<file path="src/rtl/uart_rx_buffered.sv">
// uart_rx_buffered: 8N1 UART receiver with mid-bit sampling and a small
// first-word-fall-through receive FIFO.
//
// Ports
//   clk        in   system clock, rising edge
//   rst        in   synchronous active-high reset
//   uart_rx    in   asynchronous serial line, idles high
//   rx_read    in   single-cycle pop of the FIFO head
//   err_clear  in   clears frame_err and overrun (a same-cycle set wins)
//   data       out  FIFO head byte, 8'h00 when empty
//   rx_valid   out  FIFO non-empty
//   rx_count   out  bytes held
//   rx_busy    out  frame in progress
//   frame_err  out  sticky: stop bit sampled low
//   overrun    out  sticky: byte arrived with FIFO full and no pop
module uart_rx_buffered #(
  parameter int unsigned CLK_FREQ   = 12_000_000,
  parameter int unsigned BAUD_RATE  = 115_200,
  parameter int unsigned FIFO_DEPTH = 4
) (
  input  logic                             clk,
  input  logic                             rst,
  input  logic                             uart_rx,
  input  logic                             rx_read,
  input  logic                             err_clear,
  output logic [7:0]                       data,
  output logic                             rx_valid,
  output logic [$clog2(FIFO_DEPTH+1)-1:0]  rx_count,
  output logic                             rx_busy,
  output logic                             frame_err,
  output logic                             overrun
);

  localparam int unsigned CPB = CLK_FREQ / BAUD_RATE;
  localparam int unsigned TW  = $clog2(CPB);
  localparam int unsigned PW  = $clog2(FIFO_DEPTH);
  localparam int unsigned CW  = $clog2(FIFO_DEPTH + 1);

  localparam logic [TW-1:0] TICK_HALF = TW'(CPB / 2 - 1);
  localparam logic [TW-1:0] TICK_LAST = TW'(CPB - 1);
  localparam logic [CW-1:0] DEPTH_C   = CW'(FIFO_DEPTH);

  typedef enum logic [1:0] {S_IDLE, S_START, S_DATA, S_STOP} state_t;

  // ---------------- input synchronizer ----------------
  logic [1:0] r_sync;
  logic       r_rxs_d;
  logic       w_rxs;

  assign w_rxs = r_sync[1];

  always_ff @(posedge clk) begin
    if (rst) begin
      r_sync  <= '1;
      r_rxs_d <= 1'b1;
    end else begin
      r_sync  <= {r_sync[0], uart_rx};
      r_rxs_d <= w_rxs;
    end
  end

  // ---------------- receive FSM ----------------
  state_t        r_state;
  logic [TW-1:0] r_tick;
  logic [2:0]    r_bit;
  logic [7:0]    r_shift;
  logic          r_push;
  logic          r_ferr_evt;
  logic          r_busy;

  // Stop-bit outcome is registered as a strobe; the FIFO and the flags act
  // on it one cycle later, while the FSM is already back in IDLE.
  always_ff @(posedge clk) begin
    if (rst) begin
      r_state    <= S_IDLE;
      r_tick     <= '0;
      r_bit      <= '0;
      r_shift    <= '0;
      r_push     <= 1'b0;
      r_ferr_evt <= 1'b0;
      r_busy     <= 1'b0;
    end else begin
      r_push     <= 1'b0;
      r_ferr_evt <= 1'b0;
      r_busy     <= (r_state != S_IDLE);
      case (r_state)
        S_IDLE: begin
          // Only a 1->0 edge starts a frame, so a held-low line is ignored.
          if (r_rxs_d && !w_rxs) begin
            r_state <= S_START;
            r_tick  <= '0;
          end
        end
        S_START: begin
          if (r_tick == TICK_HALF) begin
            if (w_rxs) begin
              r_state <= S_IDLE;
            end else begin
              r_state <= S_DATA;
              r_tick  <= '0;
              r_bit   <= '0;
            end
          end else begin
            r_tick <= r_tick + 1'b1;
          end
        end
        S_DATA: begin
          if (r_tick == TICK_LAST) begin
            r_shift <= {w_rxs, r_shift[7:1]};
            r_tick  <= '0;
            if (r_bit == 3'd7) begin
              r_state <= S_STOP;
            end else begin
              r_bit <= r_bit + 1'b1;
            end
          end else begin
            r_tick <= r_tick + 1'b1;
          end
        end
        S_STOP: begin
          if (r_tick == TICK_LAST) begin
            if (w_rxs) begin
              r_push <= 1'b1;
            end else begin
              r_ferr_evt <= 1'b1;
            end
            r_state <= S_IDLE;
          end else begin
            r_tick <= r_tick + 1'b1;
          end
        end
        default: r_state <= S_IDLE;
      endcase
    end
  end

  // ---------------- receive FIFO ----------------
  logic [7:0]    r_mem [FIFO_DEPTH];
  logic [PW-1:0] r_wr_ptr;
  logic [PW-1:0] r_rd_ptr;
  logic [CW-1:0] r_count;
  logic          w_full;
  logic          w_pop;
  logic          w_wr;
  logic          w_ovr_evt;

  assign w_full    = (r_count == DEPTH_C);
  assign w_pop     = rx_read && (r_count != '0);
  // When full, a simultaneous pop frees the slot the write lands in.
  assign w_wr      = r_push && (!w_full || w_pop);
  assign w_ovr_evt = r_push && w_full && !w_pop;

  always_ff @(posedge clk) begin
    if (rst) begin
      r_wr_ptr <= '0;
      r_rd_ptr <= '0;
      r_count  <= '0;
    end else begin
      if (w_wr) begin
        r_mem[r_wr_ptr] <= r_shift;
        r_wr_ptr        <= r_wr_ptr + 1'b1;
      end
      if (w_pop) begin
        r_rd_ptr <= r_rd_ptr + 1'b1;
      end
      case ({w_wr, w_pop})
        2'b10:   r_count <= r_count + CW'(1);
        2'b01:   r_count <= r_count - CW'(1);
        default: r_count <= r_count;
      endcase
    end
  end

  // ---------------- sticky error flags ----------------
  logic r_frame_err;
  logic r_overrun;

  always_ff @(posedge clk) begin
    if (rst) begin
      r_frame_err <= 1'b0;
      r_overrun   <= 1'b0;
    end else begin
      if (r_ferr_evt) begin
        r_frame_err <= 1'b1;
      end else if (err_clear) begin
        r_frame_err <= 1'b0;
      end
      if (w_ovr_evt) begin
        r_overrun <= 1'b1;
      end else if (err_clear) begin
        r_overrun <= 1'b0;
      end
    end
  end

  assign rx_count  = r_count;
  assign rx_valid  = (r_count != '0);
  assign data      = rx_valid ? r_mem[r_rd_ptr] : '0;
  assign rx_busy   = r_busy;
  assign frame_err = r_frame_err;
  assign overrun   = r_overrun;

endmodule
</file>
<file path="config.mk">
export PLATFORM = sky130hd
export DESIGN_NAME = uart_rx_buffered
export DESIGN_NICKNAME = d
export VERILOG_FILES = /design/src/rtl/uart_rx_buffered.sv
export SDC_FILE = /design/constraint.sdc
export NUM_CORES = 1
export LEC_CHECK = 0
export ABC_CLOCK_PERIOD_IN_PS = 2800
export CAP_MARGIN = 20
export CORE_UTILIZATION = 45
export DETAILED_ROUTE_END_ITERATION = 8
export HOLD_SLACK_MARGIN = 0.08
export SLEW_MARGIN = 10
export SYNTH_ARGS = -nofsm -noshare
export SYNTH_HDL_FRONTEND = slang
export SYNTH_SLANG_ARGS = --single-unit
</file>
<file path="constraint.sdc">
create_clock -name clk -period 2.8 [get_ports clk]
set_input_delay 0.56 -clock clk [delete_from_list [all_inputs] [get_ports clk]]
set_output_delay 0.56 -clock clk [all_outputs]
set_load 0.03 [all_outputs]
</file>
# Yosys cells after proc, flatten, opt, wreduce, memory -nomap -nowiden
# Memories as Yosys holds them, arrays and structs flattened. A register that Yosys moved wholly into a read port is not among the register bits.
# Cells that the tools add are included.
[totals] ff_bits=35 ram_bits=32 in_bits=5 out_inout_bits=15 wordCells=92 memories=1
[classes] add_sub_neg=6 n_eq_ne=18 mux=30 n_bitwise=2 reduce_logical=21
[mem_list] memory="r_mem" words=4 word_bits=8 rd=1 rd_clocked_by_memory_dff=1 wr=1 line_no="138" source="logic [7:0] r_mem [FIFO_DEPTH];"
[op_table] cell="2-to-1 mux 7 bit" count=5
[op_table] cell="one-hot mux 7 bit (4 select lines)" count=1
[op_table] cell="2-to-1 mux 2 bit" count=8
[op_table] cell="!= test 2 bit, second input constant" count=8
[op_table] cell="2-to-1 mux 3 bit" count=4
[op_table] cell="one-hot mux 3 bit (2 select lines)" count=2
[op_table] cell="AND reduction 5 bit" count=2
[op_table] cell="nonzero test 2 bit" count=5
[op_table] cell="2-to-1 mux 1 bit" count=8
[op_table] cell="2-to-1 mux 8 bit" count=1
[op_table] cell="one-hot mux 2 bit (4 select lines)" count=1
[op_table] cell="adder 7 x 1 -> 7 bit, second input constant" count=1
[op_table] cell="== test 7 x 6 -> 1 bit, second input constant" count=1
[op_table] cell="== test 7 bit, second input constant" count=1
[op_table] cell="adder 3 x 1 -> 3 bit, second input constant" count=2
[op_table] cell="== test 2 bit, second input constant" count=3
[op_table] cell="== test 3 bit, second input constant" count=2
[op_table] cell="logical AND 1 bit" count=5
[op_table] cell="adder 2 x 1 -> 2 bit, second input constant" count=2
[op_table] cell="== test 2 x 1 -> 1 bit, second input constant" count=2
[op_table] cell="zero test 1 bit" count=3
[op_table] cell="!= test 3 bit, second input constant" count=1
[op_table] cell="AND reduction 3 bit" count=1
[op_table] cell="nonzero test 3 bit" count=1
[op_table] cell="other kinds (6)" count=7

# Logic depth before layout (Yosys ltp)
[depth] depth_word=7 ltp_mapped=9

# Worst setup path after synthesis
# No wires, ideal clock.
[synth_timing] path_type="reg2reg" start="register r_count[0], in the netlist rx_count[0]" end="register r_count[2], in the netlist rx_count[2]" setup_time_ns=0.132 arrival_ns=2.321 required_ns=2.668 path_slack_ns=0.347 stages_incl_launch_ff=9 n_path_buf=1 synth_period_minus_slack_ns=2.453 cell_sequence="dfxtp_1 > clkbuf_1 > or3_1 > nand2_1 > or2_2 > fa_1 > or3b_2 > a31oi_1 > a21oi_1"
[synth_between] elab_chain_len=6 elab_cells_between_ends=12 classes_between="add/sub: 2; eq/ne: 3; mux: 1; reduce/logical: 6"
[synth_rtl] element="from (decl)" line_no="141" source="logic [CW-1:0] r_count;"
[synth_rtl] element="from (signal assigned)" line_no="167" source="2'b10: r_count <= r_count + CW'(1);"
[synth_rtl] element="from (signal assigned)" line_no="168" source="2'b01: r_count <= r_count - CW'(1);"
[synth_rtl] element="from (signal assigned)" line_no="169" source="default: r_count <= r_count;"
[synth_rtl] element="== test 3 bit or nonzero test 3 bit (tied branches)" line_no="147, 148"
[synth_rtl] element="zero test 1 bit or logical AND 1 bit (tied branches)" line_no="150, 148"
[synth_rtl] element="logical OR 1 bit" line_no="150" source="assign w_wr = r_push && (!w_full || w_pop);"
[synth_rtl] element="logical AND 1 bit" line_no="150"
[synth_rtl] element="== test 2 x 1 -> 1 bit or == test 2 bit (tied branches)" line_no="166" source="case ({w_wr, w_pop})"
[synth_rtl] element="one-hot mux 3 bit (2 select lines) or nonzero test 2 bit (tied branches)"
# Parallel ways exist; a longest one is shown, timed or not.
# A chain may end at the register's enable or synchronous reset.

# Worst setup path in the final report
[layout_timing] start="register r_count[0], in the netlist rx_count[0]" end="output port data[6]"
[layout_between] elab_chain_len=2
[layout_rtl] element="nonzero test 3 bit" line_no="197" source="assign rx_valid = (r_count != '0);"
[layout_rtl] element="2-to-1 mux 8 bit" line_no="198" source="assign data = rx_valid ? r_mem[r_rd_ptr] : '0;"
[layout_rtl] element="to (decl)" line_no="26" source="output logic [7:0] data,"
# Every way passes these cells.

==> results.md <==
Cells and area:
- Summing all non-filler instances in the final layout gives an area of ~3400 µm².
- 0 antenna diodes ended up in the layout.
- Cells fill between 50 and 60% of the core in the end.
- After the flow finishes, the layout carries non-filler instances totaling roughly 350.
- The sequential cell area is around 1700 µm².
- The share of layout cells above drive strength 1 is between 10% and 20%.
- The final-layout fill cell count is 567.
- The growth of design area from synthesis to finish is 16.9%.
- The final layout contains 279 nets.
- The multi-input combinational cells in the finished layout cover a total of 1130 µm².

Global routing:
- The pin count of the biggest net entering global routing is 32.
- The via count of the first global-routing pass came to around 1700.
- The number of antenna violations at the first check in global routing came to 0.
- Global routing consumed, over all layers together, approximately 16% of the routing resources.
- The first-pass GRT wire length is between 8000 and 9000 µm.
- The total grt overflow is 0.

Synthesis:
- The most area-hungry cell type in the Yosys netlist is sky130_fd_sc_hd__edfxtp_1.
- The average cell area after synthesis is 12.1 µm².
- The total standard cell area after synthesis is 2940 µm².
- The most used flip-flop cell after synthesis is sky130_fd_sc_hd__dfxtp_1.
- The synthesis-stage register bit count is 69.
- The count of flip-flops with a built-in enable after synthesis is 32.
- Counting flops with an async set or reset pin after synthesis yields a share of 0%.
- During synthesis, Yosys emitted a total of 0 warnings.
- By area the synthesized netlist is led by sky130_fd_sc_hd__edfxtp_1 33%, sky130_fd_sc_hd__dfxtp_1 25%, sky130_fd_sc_hd__mux4_2 6.1%, sky130_fd_sc_hd__mux2i_1 3.1%, sky130_fd_sc_hd__nor2_1 3.1%.
- The number of nets produced by synthesis is 256.
- The portion of synthesized cell area occupied by the leading cell type is 32.7%.
- The post-synthesis cell count is roughly 240.
- The sequential share of the synthesized area is 57.9%.
- The count of unique library cells instantiated by Yosys is 47.

Critical path:
- The critical path contains buffers and inverters numbering 2 combined.
- The signal on the critical path passes through or3_1, buf_4, and2_1, clkdlybuf4s50_1.
- The largest fanout on the critical path is 10.
- The kind of end point of the critical path is a primary output.
- On the critical path the largest part of the delay comes from buffers and inverters.
- The worst setup path is launched from a register.
- In this design, the stage delay of the slowest critical-path cell is 0.58 ns.
- The slowest stage of the critical path belongs to the cell sky130_fd_sc_hd__clkdlybuf4s50_1.
- The setup path with the least slack is of type reg -> out.
- Data on the critical path is required at its endpoint by 2.24 ns.
- Data arrives at the worst endpoint at ~2.1 ns.

Placed design:
- The number of buffers added on ports is 19.
- Detailed placement finished with a half-perimeter wire length of 3270 µm.
- The weighted congestion reported at the end of routability-driven placement is between 0.7 and 0.8.
- Prior to clock tree synthesis, the placed netlist has a worst setup slack of ~0.12 ns.
- The placed instances occupy a cell area of ~3200 µm².
- The number of placed cells counting well taps is between 300 and 400.

CTS:
- The tree is rooted in a sky130_fd_sc_hd__clkbuf_8.
- The H-tree level count is 3.
- The latest clock arrival within the worst-skew pair is 0.33 ns.
- The TritonCTS clock tree is done.
- Clock-pin slew was measured on the worst setup and hold paths at 0.07 ns.
- The number of clock sinks seen by CTS is 69.
- The post-CTS setup buffer count is 0.
- No sink is reached through more buffers than the 2 on the longest clock path.
- Counting the buffers created by CTS gives 9.

Pwr:
- The power dissipated by switching net loads is 408 µW.
- The total power is roughly 2.1 mW.
- VDD sags by at most 0.000299 V.
- Power spread over the standard cell area amounts to 602 nW/µm².
- The share of power burned in registers is 50.9%.
- The clock network burns 47.2% of the power.
- The part of the total power dissipated in combinational logic is ~1.9%.
- The total leakage power is roughly 1.3 nW.
- Of the total power, the share spent switching nets is 19.7%.
- The internal power of the cells totals 1.66 mW.

Timing:
- The routed design could run at a clock period as short as roughly 2.6 ns.
- The relative slew slack is between 50 and 60%.
- Setup repair after global routing left no endpoint under its margin.
- The sum of negative setup slack is 0 ns.
- Static timing analysis puts the maximum clock frequency at 383 MHz.
- In the post-route analysis, the smallest setup slack over all paths is 0.189 ns.
- For the pin with the worst max-slew slack, the measured transition is roughly 0.60 ns.
- The hold violation total from the final report was 0.
- The worst clock skew is approximately 0.0065 ns.
- Setup violations remaining at the end of the flow were counted as 0.
- The worst hold-check slack is 0.418 ns.
- The number of max-slew violations in the final report is 0.
- In the finished design, the share of the clock period the worst path needs comes to ~93%.

Drt:
- The remaining design rule violation count is 0.
- The number of DRC markers in iteration 0 is 55.
- After detailed routing, the average wire length per cell comes to 14.3 µm.
- The final routed wirelength across all metal layers is 4960 µm.
- The count of vias placed by the detailed router is 1812.
- Using the TritonRoute via totals, the vias-per-cell ratio works out to approximately 5.2.
- The number of nets with antenna violations after detailed routing is 0.
- Before antenna repair, the detailed router went through 4 iterations.

Floorplan:
- The initial utilization of the core area, before any placement, comes to 46.6%.
- The area of the die is 6860 µm².
- The top-level port count is 20.
- From bottom edge to top edge, the die measures 82.8 µm.
- The core area is 6310 µm².
- The die outline width is 82.8 µm.
- The floorplan has 29 rows.

Run status:
- The run finished with clean final reports.

Job:
- The max-cap check violation count is 0.

Hold path:
- The path type of the worst min-delay path is reg -> reg.
## cell usage after synthesis, drive strengths merged (6+ instances only)
library cell	instances
or3	6
inv	10
and2	12
nor2	24
nand2	7
or2	7
mux4	8
a21oi	16
clkbuf	8
nand3	10
edfxtp	32
dfxtp	37
ha	7
mux2i	9
o21ai	7
## final cells by class
type                       instances  area share, %
sequential                        69           49.5
multi-input combinational        152           33.0
timing repair buffer              24           6.41
clock buffer                       9           3.60
clock inverter                     7           3.57
tap                               77           2.80
inverter                          10           1.09
## power by group through the flow
| stage | registers, mW | logic (mW) | clock network (mW) |
|---|---|---|---|
| floorplan | 1.08 | 0.0284 | 0 |
| global placement | 1.08 | 0.0393 | 0 |
| detailed placement | 1.08 | 0.0390 | 0 |
| CTS | 1.05 | 0.0393 | 1.00 |
| global route | 1.05 | 0.0445 | 1.04 |
| finish | 1.05 | 0.0391 | 0.976 |
## path summary, 6_finish.rpt
kind	startpoint	cells past startpoint	slack, ns	end
hold reg to reg	r_sync[0]$_SDFF_PP1_	1	0.42	r_sync[1]$_SDFF_PP1_
setup reg to reg	rx_count[0]$_SDFFE_PP0P_	7	0.50	rx_count[2]$_SDFFE_PP0P_
setup / recovery	rx_count[0]$_SDFFE_PP0P_	4	0.19	data[6]
hold / removal	r_sync[0]$_SDFF_PP1_	1	0.42	r_sync[1]$_SDFF_PP1_
## cells by family after synthesis
family,after synthesis,share of synthesized area (%)
flip-flops,69,57.9
XOR/XNOR,5,1.49
multiplexers,17,9.20
adder cells (fa/ha/maj),8,3.66
buffers and inverters,22,3.49
AND/OR/NAND/NOR,88,17.3
AO/OA/AOI/OAI,34,6.98
## layout by cell type (no fill, tap or decap), types with 2 or more instances in the layout
master | netlist | final
sky130_fd_sc_hd__xor2_1 | 4 | 4
sky130_fd_sc_hd__inv_1 | 10 | 10
sky130_fd_sc_hd__and3_1 | 2 | 2
sky130_fd_sc_hd__nor4b_1 | 2 | 2
sky130_fd_sc_hd__nand2_1 | 7 | 7
sky130_fd_sc_hd__nand3_1 | 10 | 10
sky130_fd_sc_hd__dfxtp_1 | 37 | 37
sky130_fd_sc_hd__o211ai_1 | 2 | 2
sky130_fd_sc_hd__nor3b_1 | 3 | 3
sky130_fd_sc_hd__or3_1 | 3 | 3
sky130_fd_sc_hd__o21ai_0 | 7 | 7
sky130_fd_sc_hd__clkdlybuf4s50_1 | 0 | 13
sky130_fd_sc_hd__clkbuf_8 | 0 | 9
sky130_fd_sc_hd__bufinv_16 | 0 | 3
sky130_fd_sc_hd__a31oi_1 | 2 | 2
sky130_fd_sc_hd__or4_1 | 2 | 2
sky130_fd_sc_hd__nor2_1 | 24 | 24
sky130_fd_sc_hd__edfxtp_1 | 32 | 32
sky130_fd_sc_hd__and2_1 | 12 | 12
sky130_fd_sc_hd__mux2i_1 | 9 | 9
sky130_fd_sc_hd__buf_4 | 1 | 5
sky130_fd_sc_hd__ha_1 | 7 | 7
sky130_fd_sc_hd__mux4_2 | 8 | 8
sky130_fd_sc_hd__or2_2 | 7 | 7
sky130_fd_sc_hd__or3_2 | 3 | 3
sky130_fd_sc_hd__clkinvlp_4 | 0 | 2
sky130_fd_sc_hd__dlygate4sd2_1 | 0 | 6
sky130_fd_sc_hd__a21oi_1 | 16 | 16
sky130_fd_sc_hd__nand4b_1 | 2 | 2
## sequential cells by signal, indices dropped and copies added (netlist names), 2 cells and up, named ones only
register	cells
r_bit	3
r_mem	32
r_rd_ptr	2
r_shift	8
r_sync	2
r_tick	7
r_wr_ptr	2
rx_count	3
## metal layers
| layer | GRT usage (%) | routed length [µm] |
|---|---|---|
| met1 | 21.2 | 2390 |
| met2 | 24.7 | 2330 |
| met3 | 2.78 | 114 |
| met4 | 9.40 | 122 |
| met5 | 0 | 0 |
## timing repair
| action | in CTS | in global routing |
|---|---|---|
| endpoints found under the setup margin | 6 | 0 |
| hold buffers | 0 | 0 |
| resized for setup | 6 | 0 |
Power figures use the tool's default switching activity.
